**config.mk**
```make
export PLATFORM = sky130hd
export DESIGN_NAME = pipeline_hazard_ctrl
export DESIGN_NICKNAME = d
export VERILOG_FILES = /design/src/rtl/pipeline_hazard_ctrl.sv
export SDC_FILE = /design/constraint.sdc
export NUM_CORES = 1
export LEC_CHECK = 0
export CORE_UTILIZATION = 46
export DETAILED_ROUTE_END_ITERATION = 16
export GPL_TIMING_DRIVEN = 0
export PLACE_DENSITY = 0.8
export SLEW_MARGIN = 40
export SYNTH_ARGS = -nofsm -noshare
export SYNTH_HDL_FRONTEND = slang
export SYNTH_SLANG_ARGS = --single-unit
```
**constraint.sdc**
```tcl
create_clock -name clk -period 3.3 [get_ports clk]
set_clock_uncertainty 0.1 [all_clocks]
set_input_delay 0.825 -clock clk [delete_from_list [all_inputs] [get_ports clk]]
set_output_delay 0.825 -clock clk [all_outputs]
set_load 0.02 [all_outputs]
```
**src/rtl/pipeline_hazard_ctrl.sv**
```systemverilog
// pipeline_hazard_ctrl
// Stall/flush sequencer for a 5-stage pipeline. It sits beside the ID-stage
// control decoder and does four jobs:
//   - detects load-use hazards between the load in EX and the instruction in ID
//   - squashes wrong-path fetches on jumps and on taken branches
//   - sequences syscalls: drain older instructions, request the handler,
//     wait for the acknowledge, then resume
//   - counts stall cycles in a saturating statistics counter
// The stall, flush and bubble outputs are combinational from state and inputs.
//
// Ports
//   clk, reset       clock (rising edge); synchronous active-high reset
//   id_rs, id_rt     source register fields of the instruction in ID
//   id_uses_rt       the ID instruction really reads rt
//   id_jump, id_sys  decoder flags for the ID instruction
//   ex_memRead       the instruction in EX is a load
//   ex_rt            destination register of that load
//   ex_br_taken      the branch in EX resolved taken
//   sys_ack          the syscall handler is done
//   pc_stall         hold the PC
//   ifid_stall       hold the IF/ID register
//   ifid_flush       clear IF/ID to a NOP (takes precedence over ifid_stall)
//   idex_bubble      load a NOP control word into ID/EX
//   sys_req          registered; high while waiting for the handler
//   busy             the sequencer is not in RUN
//   stall_cnt        number of cycles with pc_stall=1, saturating
module pipeline_hazard_ctrl #(
    parameter int REG_W        = 5,
    parameter int DRAIN_CYCLES = 3,
    parameter int CNT_W        = 16
) (
    input  logic             clk,
    input  logic             reset,
    input  logic [REG_W-1:0] id_rs,
    input  logic [REG_W-1:0] id_rt,
    input  logic             id_uses_rt,
    input  logic             id_jump,
    input  logic             id_sys,
    input  logic             ex_memRead,
    input  logic [REG_W-1:0] ex_rt,
    input  logic             ex_br_taken,
    input  logic             sys_ack,
    output logic             pc_stall,
    output logic             ifid_stall,
    output logic             ifid_flush,
    output logic             idex_bubble,
    output logic             sys_req,
    output logic             busy,
    output logic [CNT_W-1:0] stall_cnt
);

    typedef enum logic [1:0] {
        ST_RUN    = 2'd0,
        ST_DRAIN  = 2'd1,
        ST_SYS    = 2'd2,
        ST_RESUME = 2'd3
    } state_t;

    localparam int               DW         = (DRAIN_CYCLES > 1) ? $clog2(DRAIN_CYCLES) : 1;
    localparam logic [DW-1:0]    DRAIN_INIT = DW'(DRAIN_CYCLES - 1);
    localparam logic [DW-1:0]    DRAIN_ONE  = DW'(1);
    localparam logic [CNT_W-1:0] CNT_MAX    = {CNT_W{1'b1}};
    localparam logic [CNT_W-1:0] CNT_ONE    = CNT_W'(1);

    state_t           state_q, state_d;
    logic [DW-1:0]    drain_cnt_q, drain_cnt_d;
    logic             sys_req_q, sys_req_d;
    logic [CNT_W-1:0] stall_cnt_q, stall_cnt_d;
    logic             load_use;

    // Register zero is hard-wired, so a load that targets it never creates a hazard.
    assign load_use = ex_memRead && (ex_rt != {REG_W{1'b0}}) &&
                      ((ex_rt == id_rs) || (id_uses_rt && (ex_rt == id_rt)));

    // Next-state and stall/flush/bubble decode.
    always_comb begin
        state_d     = state_q;
        drain_cnt_d = drain_cnt_q;
        sys_req_d   = 1'b0;
        pc_stall    = 1'b0;
        ifid_stall  = 1'b0;
        ifid_flush  = 1'b0;
        idex_bubble = 1'b0;
        if (reset) begin
            state_d     = ST_RUN;
            drain_cnt_d = {DW{1'b0}};
        end else begin
            case (state_q)
                ST_RUN: begin
                    if (ex_br_taken) begin
                        // A taken branch kills the ID instruction, including a syscall there.
                        ifid_flush  = 1'b1;
                        idex_bubble = 1'b1;
                    end else if (load_use) begin
                        pc_stall    = 1'b1;
                        ifid_stall  = 1'b1;
                        idex_bubble = 1'b1;
                    end else if (id_sys) begin
                        pc_stall    = 1'b1;
                        ifid_stall  = 1'b1;
                        idex_bubble = 1'b1;
                        state_d     = ST_DRAIN;
                        drain_cnt_d = DRAIN_INIT;
                    end else if (id_jump) begin
                        ifid_flush  = 1'b1;
                    end else begin
                        ifid_flush  = 1'b0;
                    end
                end
                ST_DRAIN: begin
                    // EX holds only bubbles here, so branch and ack inputs are ignored.
                    pc_stall    = 1'b1;
                    ifid_stall  = 1'b1;
                    idex_bubble = 1'b1;
                    if (drain_cnt_q == {DW{1'b0}}) begin
                        state_d   = ST_SYS;
                        sys_req_d = 1'b1;
                    end else begin
                        drain_cnt_d = drain_cnt_q - DRAIN_ONE;
                    end
                end
                ST_SYS: begin
                    pc_stall    = 1'b1;
                    ifid_stall  = 1'b1;
                    idex_bubble = 1'b1;
                    if (sys_ack) begin
                        state_d   = ST_RESUME;
                        sys_req_d = 1'b0;
                    end else begin
                        sys_req_d = 1'b1;
                    end
                end
                ST_RESUME: begin
                    // Fetch restarts; the syscall itself retires as a NOP.
                    idex_bubble = 1'b1;
                    state_d     = ST_RUN;
                end
                default: begin
                    state_d     = ST_RUN;
                    drain_cnt_d = {DW{1'b0}};
                end
            endcase
        end
    end

    // Saturating stall-cycle counter update.
    always_comb begin
        stall_cnt_d = stall_cnt_q;
        if (pc_stall && (stall_cnt_q != CNT_MAX)) begin
            stall_cnt_d = stall_cnt_q + CNT_ONE;
        end else begin
            stall_cnt_d = stall_cnt_q;
        end
    end

    // State, drain counter, handler request and statistics registers.
    always_ff @(posedge clk) begin
        if (reset) begin
            state_q     <= ST_RUN;
            drain_cnt_q <= {DW{1'b0}};
            sys_req_q   <= 1'b0;
            stall_cnt_q <= {CNT_W{1'b0}};
        end else begin
            state_q     <= state_d;
            drain_cnt_q <= drain_cnt_d;
            sys_req_q   <= sys_req_d;
            stall_cnt_q <= stall_cnt_d;
        end
    end

    assign sys_req   = sys_req_q;
    assign busy      = !reset && (state_q != ST_RUN);
    assign stall_cnt = stall_cnt_q;

endmodule

```
Word level (Yosys, flattened, before mapping)
Cells that the tools add are included.
Cells by class
  $add $sub $neg: 2
  reduce and logical (&&, ||, !) cells: 16
  mux-type cells: 28
  equal/unequal tests: 12
Operators with widths (count)
  $mux W2: 9
  $add A16 B1 Y16 const B: 1
  $ne A16 B16 Y1 const B: 1
  $mux W1: 14
  $ne A2 B2 Y1 const B: 6
  $eq A5 B5 Y1: 2
  $reduce_and A5 Y1: 2
  $pmux W2 S4: 1
  $pmux W1 S2: 3
  $logic_and A1 B1 Y1: 5
  $reduce_bool A5 Y1: 1
  $eq A2 B2 Y1 const B: 2
  $logic_not A2 Y1: 2
  $pmux W2 S2: 1
  $reduce_bool A2 Y1: 2
  $reduce_or A3 Y1: 1
  $eq A2 B1 Y1 const B: 1
  $reduce_or A2 Y1: 1
  $sub A2 B1 Y2 const B: 1
  $logic_not A1 Y1: 1
  $logic_or A1 B1 Y1: 1
Word-level totals
  bits of input ports: 23
  output and inout port bits: 22
  flip-flop bits (word level): 21
  logic and storage cells: 62

Longest topological paths before layout
  depth after elaboration: 9
  gate-level depth with buffers: 10

Worst setup path after synthesis
OpenSTA, ideal clock, no wires.
  kind: input to output
  start point: input ex_rt[3]
  end point: output pc_stall
  path slack: -38 ps
  cell stages on the path: 5
  path buffers: 1
  arrival: 2413 ps
  path through: xor2_1 -> nor4_2 -> a32oi_1 -> o21ai_0 -> buf_4
Between the ends
  word-level cells in the longest chain between the ends: 8
Ends and longest elaborated chain
  start: declaration: RTL line 40  | input logic [REG_W-1:0] ex_rt,
  $eq A5 B5 Y1: RTL line 73  | ((ex_rt == id_rs) || (id_uses_rt && (ex_rt == id_rt)));
  $logic_and A1 B1 Y1: RTL line 73
  $logic_or A1 B1 Y1: RTL line 73
  $logic_and A1 B1 Y1 (*): RTL line 72  | assign load_use = ex_memRead && (ex_rt != {REG_W{1'b0}}) &&
  $mux W1 (*) (2 in series)
  $pmux W1 S2 (*)
  $mux W1 (*)
  end: declaration: RTL line 43  | output logic pc_stall,
Mark *: on every way between the ends. The rest lies on a longest branch, timed or not.

Worst setup path in the final report
  start point: input ex_rt[4]
  end point: output ifid_flush
Between the ends
  word-level cells in the longest chain between the ends: 8
Ends and longest elaborated chain
  $eq A5 B5 Y1: RTL line 73
  $logic_and A1 B1 Y1: RTL line 73
  $logic_or A1 B1 Y1: RTL line 73
  $logic_and A1 B1 Y1 (*): RTL line 72
  $mux W1 (*): RTL line 94  | end else if (load_use) begin
  $mux W1 (*): RTL line 90  | if (ex_br_taken) begin
  $mux W1 (*): RTL line 88  | case (state_q)
  $mux W1 (*): RTL line 84  | if (reset) begin
  end: declaration: RTL line 45  | output logic ifid_flush,
Marked as above.

==> flow_summary_export.csv <==
group,metric,value,unit
detailed_routing,viasPerCell,5.64,
power,peakVddDrop,0.332,mV
floorplan,rows,19,
logic_synthesis,syn_area,1370,um^2
clock_tree,cts_hold_buf,0,
cells_and_area,n_antenna_cell,0,
sta,setup_slack,0.0951,ns
clock_tree,clkLatencyLatePin,0.31,ns
global_route,antenna_found_initial,0,
clock_tree,cts_root_buf,"clkbuf_4",
logic_synthesis,synth_cell_type_count,44,
logic_synthesis,yosysWarningCount,0,
cells_and_area,n_fill_cell,226,
floorplan,die_h,56.6,um
clock_tree,cts_sinks,21,
logic_synthesis,synth-seq-cells,21,
worst_setup_path,timing.rr.start,"state_q[0]",
floorplan,start_util,0.493,
logic_synthesis,synth-edff-count,0,
global_route,grt_pass1_wl,5.65,mm
global_route,grt_busiest_layer,"met2",
detailed_routing,avgRoutedWirePerCell,13.8,um
detailed_routing,initialDrtViolationCount,52,
sta,post-route-min-period,3.20,ns
logic_synthesis,ys_top_cells_by_area,"dfxtp_1 31%, ha_1 6.4%, xor2_1 6.4%",
hold_path,min-delay-start,"drain_cnt_q[1]",
cells_and_area,finalNonFillerCells,251,
clock_tree,tritoncts,"done",
clock_tree,path_clk_slew,0.12,ns
logic_synthesis,syn_inst,166,
sta,worst_pin_slew,0.410,ns
detailed_routing,drc,0,
flow_run,timing.max_cap.violations,0,
sta,setup_viol,0,
logic_synthesis,syn_avg_cell_area,8.25,um^2
cells_and_area,final_common_cell,"clkdlybuf4s50_1",
worst_setup_path,rr_worst_depth,9,
placement,hpwlAfterDp,2.57,mm
placement,place_ws,-0.821,ns
sta,hold_violations,0,
cells_and_area,drive_gt1_frac,0.168,
global_route,grt_max_degree,13,
worst_setup_path,endpoint_kind,"output pin",
floorplan,ios,45,
worst_setup_path,crit_required,2.37,ns
floorplan,dieArea,3200,um^2
cells_and_area,seqCellArea,420,um^2
cells_and_area,multiInputGateArea,917,um^2
clock_tree,cts_buffer_depth,2,
clock_tree,htree_levels,1,
outcome,outcome,"finished, final reports clean",
logic_synthesis,ys.flop_type,"dfxtp_1",
detailed_routing,wl,3.46,mm
placement,place_congestion,0.830,
logic_synthesis,post-synth-top-area-cell,"dfxtp_1",
logic_synthesis,synth_top_area_share,0.307,
hold_path,hold_depth,2,
global_route,use_met2,0.387,
placement,io_buffers,44,
logic_synthesis,synth_fp_nets,196,
power,power_leakage,0.785,nW
hold_path,holdPathEnd,"drain_cnt_q[1]",
sta,fmax,312,MHz
worst_setup_path,crit_type,"primary input to output pin",
logic_synthesis,synth-seq-area-share,0.307,
sta,rsz0062_at_grt,"no",
detailed_routing,ant_nets,0,
clock_tree,cts_buffers,3,
worst_setup_path,worstPathArrival,2.28,ns
hold_path,hp-class,"register to register",
sta,slew_headroom,0.724,
sta,slew_viol_final,0,
logic_synthesis,synthArstFlopShare,0,
global_route,overflow,0,
sta,fin_crit_sh,0.971,
floorplan,die_w,56.6,um
global_route,track_usage,0.215,
cells_and_area,final_cell_mix,"23 x clkdlybuf4s50_1, 21 x dfxtp_1, 17 x a21oi_1",
cells_and_area,area_growth,43.9,%
floorplan,core-area,2780,um^2
detailed_routing,via_count,1416,
worst_setup_path,crit_fanout,3,
worst_setup_path,r2r_end,"stall_cnt[5]",
global_route,use_met3,0.0276,
detailed_routing,first_pass_iters,4,
worst_setup_path,start_kind,"primary input",
worst_setup_path,r2r_setup_slack,0.92,ns
placement,dp.cells,241,
cells_and_area,layout.nets,251,
global_route,use_met1,0.276,
power,pwr_density_cell,455,nW/um^2
global_route,grt_pass1_vias,1317,
[flip-flops by register name (all words and copies together), names as in the netlist]
| signal | count |
|---|---|
| stall_cnt | 16 |
| sys_req | 1 |
| state_q | 2 |
| drain_cnt_q | 2 |
[how the worst max path moves through the flow]
stage | end | slack [ns] | cells past startpoint | from
4_1_cts | ifid_flush | 0.002 | 7 | ex_rt[4]
3_5_place_dp | idex_bubble | -0.82 | 7 | ex_rt[3]
2_1_floorplan | ifid_flush | 0.1 | 5 | ex_rt[1]
3_3_place_gp | idex_bubble | -0.77 | 7 | ex_rt[3]
5_1_grt | ifid_flush | 0.01 | 8 | ex_rt[4]
6_report | ifid_flush | 0.1 | 8 | ex_rt[4]
[report_power, final]
group	total [mW]	switching, mW	internal (mW)
clock network	0.130	0.0846	0.0452
registers	0.305	0.0250	0.280
logic	0.462	0.243	0.219
total	0.898	0.353	0.545
[kinds of logic (layout without fill, tap and decap cells)]
kind of cell / Yosys count / count (layout) / synth area share
flops: 21 / 21 / 0.307
xor+xnor: 11 / 11 / 0.0703
compound gates: 45 / 45 / 0.215
buf+inv: 19 / 73 / 0.0657
simple gates: 61 / 61 / 0.264
fa+ha+maj: 7 / 7 / 0.0639
mux: 2 / 2 / 0.0146
[metrics by stage]
stage	hold slack (ns)	util	TNS, ns	cell area, um^2	total power, mW
after floorplan	0.364	-	0	1370	0.601
after global placement	0.377	0.665	-3.33	1850	0.733
after detailed placement	0.381	0.665	-3.59	1850	0.746
after CTS	0.399	0.690	0	1920	0.879
after global routing	0.421	0.709	0	1970	0.954
final	0.394	0.709	0	1970	0.898
[synth_stat cells, drive strengths merged, types with 5 or more instances]
cell	instances
a21oi	17
dfxtp	21
ha	7
inv	12
nand2	11
nand3	6
nor2	9
o21ai	7
o31ai	6
or3	5
or4	8
xor2	10
[routing by layer]
layer	up-vias	routed length, um
met1	673	1510
met4	0	16
met2	28	1820
li1	713	-
met5	-	0
met3	2	114
[area by class of cell]
class / instances / share of cell area
Multi-Input combinational cell: 126 / 0.465
Timing Repair Buffer: 50 / 0.237
Buffer: 7 / 0.0286
Inverter: 12 / 0.0228
Clock buffer: 3 / 0.0114
Tap cell: 31 / 0.0197
Clock inverter: 1 / 0.00254
Sequential cell: 21 / 0.213
[worst max-delay path: stages]
cell and delay (ns):
clkdlybuf4s15_1 0.23, xor2_1 0.20, nor4_2 0.19, a32oi_2 0.17, or2_4 0.28, a31oi_1 0.16
nor3b_1 0.06, buf_2 0.16
[timing repair]
item | 4_1_cts | 5_1_grt
pin swaps | 10 | 15
buffers inserted | 3 | 3
endpoints found under the setup margin | 5 | 4
gates resized for setup | 44 | 20
Note: power is estimated with default switching activity, not from simulation.
==> variant: new RTL, config.mk and constraints unchanged <==
Change the parameter `REG_W` from 5 to 10.
--- a/src/rtl/pipeline_hazard_ctrl.sv
+++ b/src/rtl/pipeline_hazard_ctrl.sv
@@ -25,7 +25,7 @@
 //   busy             the sequencer is not in RUN
 //   stall_cnt        number of cycles with pc_stall=1, saturating
 module pipeline_hazard_ctrl #(
-    parameter int REG_W        = 5,
+    parameter int REG_W        = 10,
     parameter int DRAIN_CYCLES = 3,
     parameter int CNT_W        = 16
 ) (
Interface: changed (resized ex_rt, id_rs and id_rt); port bits go from 45 to 60. The function was not compared with the original's and may differ.
==> variant against the unedited design <==
  * The run now ends with setup timing left
  * Area after synthesis is 29% higher
  * Sequential cell count stayed put
  * Critical path depth stayed put
  * Final cell count is 37% higher
  * Combinational power is 10% higher
  * Worst setup slack worse by 0.23 ns
  * Die area is 28% higher
  * Final area is 39% higher
  * Count of clock-buffer cells in the layout is 1 higher
  * Utilization is 3.8 points higher
  * Routed wire length is 57% higher
  * Via count is 37% higher
  * Total power is 9.2% higher
  * Critical path type unchanged
  * Highest routed layer unchanged
==> variant: results (changes against the unedited design) <==
- Status: finished with violations
- Reg2reg setup slack: 0.47 ns (-0.45 ns)
- Netlist cell types: 51 (+16%)
- Synth top area cells: dfxtp_1, xnor2_1, ha_1
- Skew-Pair Late Insertion Delay: 0.26 ns (-0.05 ns)
- Final setup TNS: -0.321 ns (-0.321 ns)
- Initial antenna violation count: 1 (+1)
- 1st-iter DRT viols: 126 (+140%)
- Clk buf depth: 2 (unchanged)
- Hold Path Origin: stall_cnt[11]$_SDFFE_PP0P_
- R2R Path End: stall_cnt[10]$_SDFFE_PP0P_
- Pre-CTS setup slack: -1.05 ns (-0.231 ns)
- Cell Area, Placed: 2420 um^2 (+31%)
- Routed length per instance: 15.8 um (+14%)
- Leak: 1.10 nW (+40%)
- Die width: 64.0 um (+13%)
- Count of final setup violators: 3 (+3)
- Worst setup margin: -0.138 ns (-0.233 ns)
- Vias/cell: 5.62 (-0.39%)
- Failing checks: setup timing
- First-pass GRT wire length: 8420 um (+49%)
- Pre-Repair DR Iteration Count: 4 (unchanged)
- Cells on worst reg2reg path: 9 (unchanged)
- Layout cells sized above 1: 0.281 (+0.113)
- Fill cells: 276 (+22%)
- WHS Endpoint: stall_cnt[11]$_SDFFE_PP0P_
- CP startpoint: ex_rt[8]
- Largest net degree at the start of global routing: 20 (+7)
- Placed Cells: 318 (+32%)
- Register area share after synthesis: 0.238 (-0.0689)
- Clk root buf: clkbuf_8
- Slew margin rel.: 0.583 (-0.141)
- Crit-path max cell delay: 0.54 ns (+0.26 ns)
- Vias: 1933 (+37%)
- Hold Slack: 0.402 ns (+0.00755 ns)
- Path category of the worst min-delay check: reg -> reg
- Async set-reset flop share out of synthesis: 0 (unchanged)
- Vias in the first global route: 1846 (+40%)
- Max VDD drop: 0.354 mV (+6.7%)
- Synth cell count leaders: dfxtp_1, nor2_1, nand3_1, xnor2_1
- Mapped Nets: 256 (+31%)
- Crit-path slowest cell: or4_4
- Clock Pin Slew Worst Setup and Hold Paths: 0.08 ns (-0.04 ns)
- FF-to-FF Start: state_q[0]$_SDFFE_PP0P_
- HPWL after DPL: 3520 um (+37%)
- IO buf count: 59 (+34%)
- Gpl congestion: 0.846 (+2.0%)
- Nets: 341 (+36%)
- Avg Cell Area, Syn: 8.37 um^2 (+1.4%)
- Total GRT Usage: 0.261 (+0.0455)
- Worst Path Max Fanout: 3 (unchanged)
## variant: cell count changes in the layout (fill, tap and decap cells not counted), moves of 5 or more
cell            change
nand4_1             +7
nand3_1             +6
xnor2_1            +10
clkbuf_4            -5
buf_4              +18
a21oi_1             -6
nor2_1              +6
dlymetal6s2s_1      -7
dlygate4sd2_1      +11
mux2_4              +5
or3_1               -5
o31ai_1             -6
or4_1               -7
## variant: worst min-delay path, delay by kind of cell, from the launching register on
kind,cells,cell delay [ns]
AND/OR/NAND/NOR,1,0.07
flip-flops,1,0.34
AO/OA/AOI/OAI,1,0.05
## variant: logic make-up (layout without fill, tap and decap cells)
group                      after synthesis  after routing  share of synthesized area
and+or+nand+nor                         83             83                      0.262
AOI/OAI and AO/OA                       46             46                      0.197
buffers and inverters                   23            107                     0.0758
DFF                                     21             21                      0.238
xor gates and xnor gates                20             20                     0.0992
muxes                                   11             11                     0.0786
adders and majority gates                7              7                     0.0496
other                                    0              1                          0
## variant: layout make-up
type	instances	area (um^2)	area share
buffer	9	83.8	0.0307
antenna	1	2.50	0.000915
timing repair buffer	82	742	0.271
tap	48	60.1	0.0220
clock buffer	4	45.0	0.0165
multi-input combinational	167	1340	0.488
sequential	21	420	0.154
inverter	12	45.0	0.0165
## variant: repair_timing
action / 4_1_cts / 5_1_grt
pin swaps: 21 / 18
resized for setup: 97 / 25
buffers inserted: 18 / 10
hold buffers: 0 / 0
endpoints found under the setup margin: 5 / 14
## variant: per-layer routing
layer | GRT usage | wire length (um)
met1 | 0.308 | 2200
met2 | 0.463 | 2760
met3 | 0.0429 | 326
met4 | 0.108 | 139
met5 | 0 | 0
## variant: power by group
part / switching, mW / total, mW / internal [mW]
sequential: 0.0233 / 0.299 / 0.276
clock: 0.0859 / 0.172 / 0.0861
combinational: 0.282 / 0.509 / 0.227
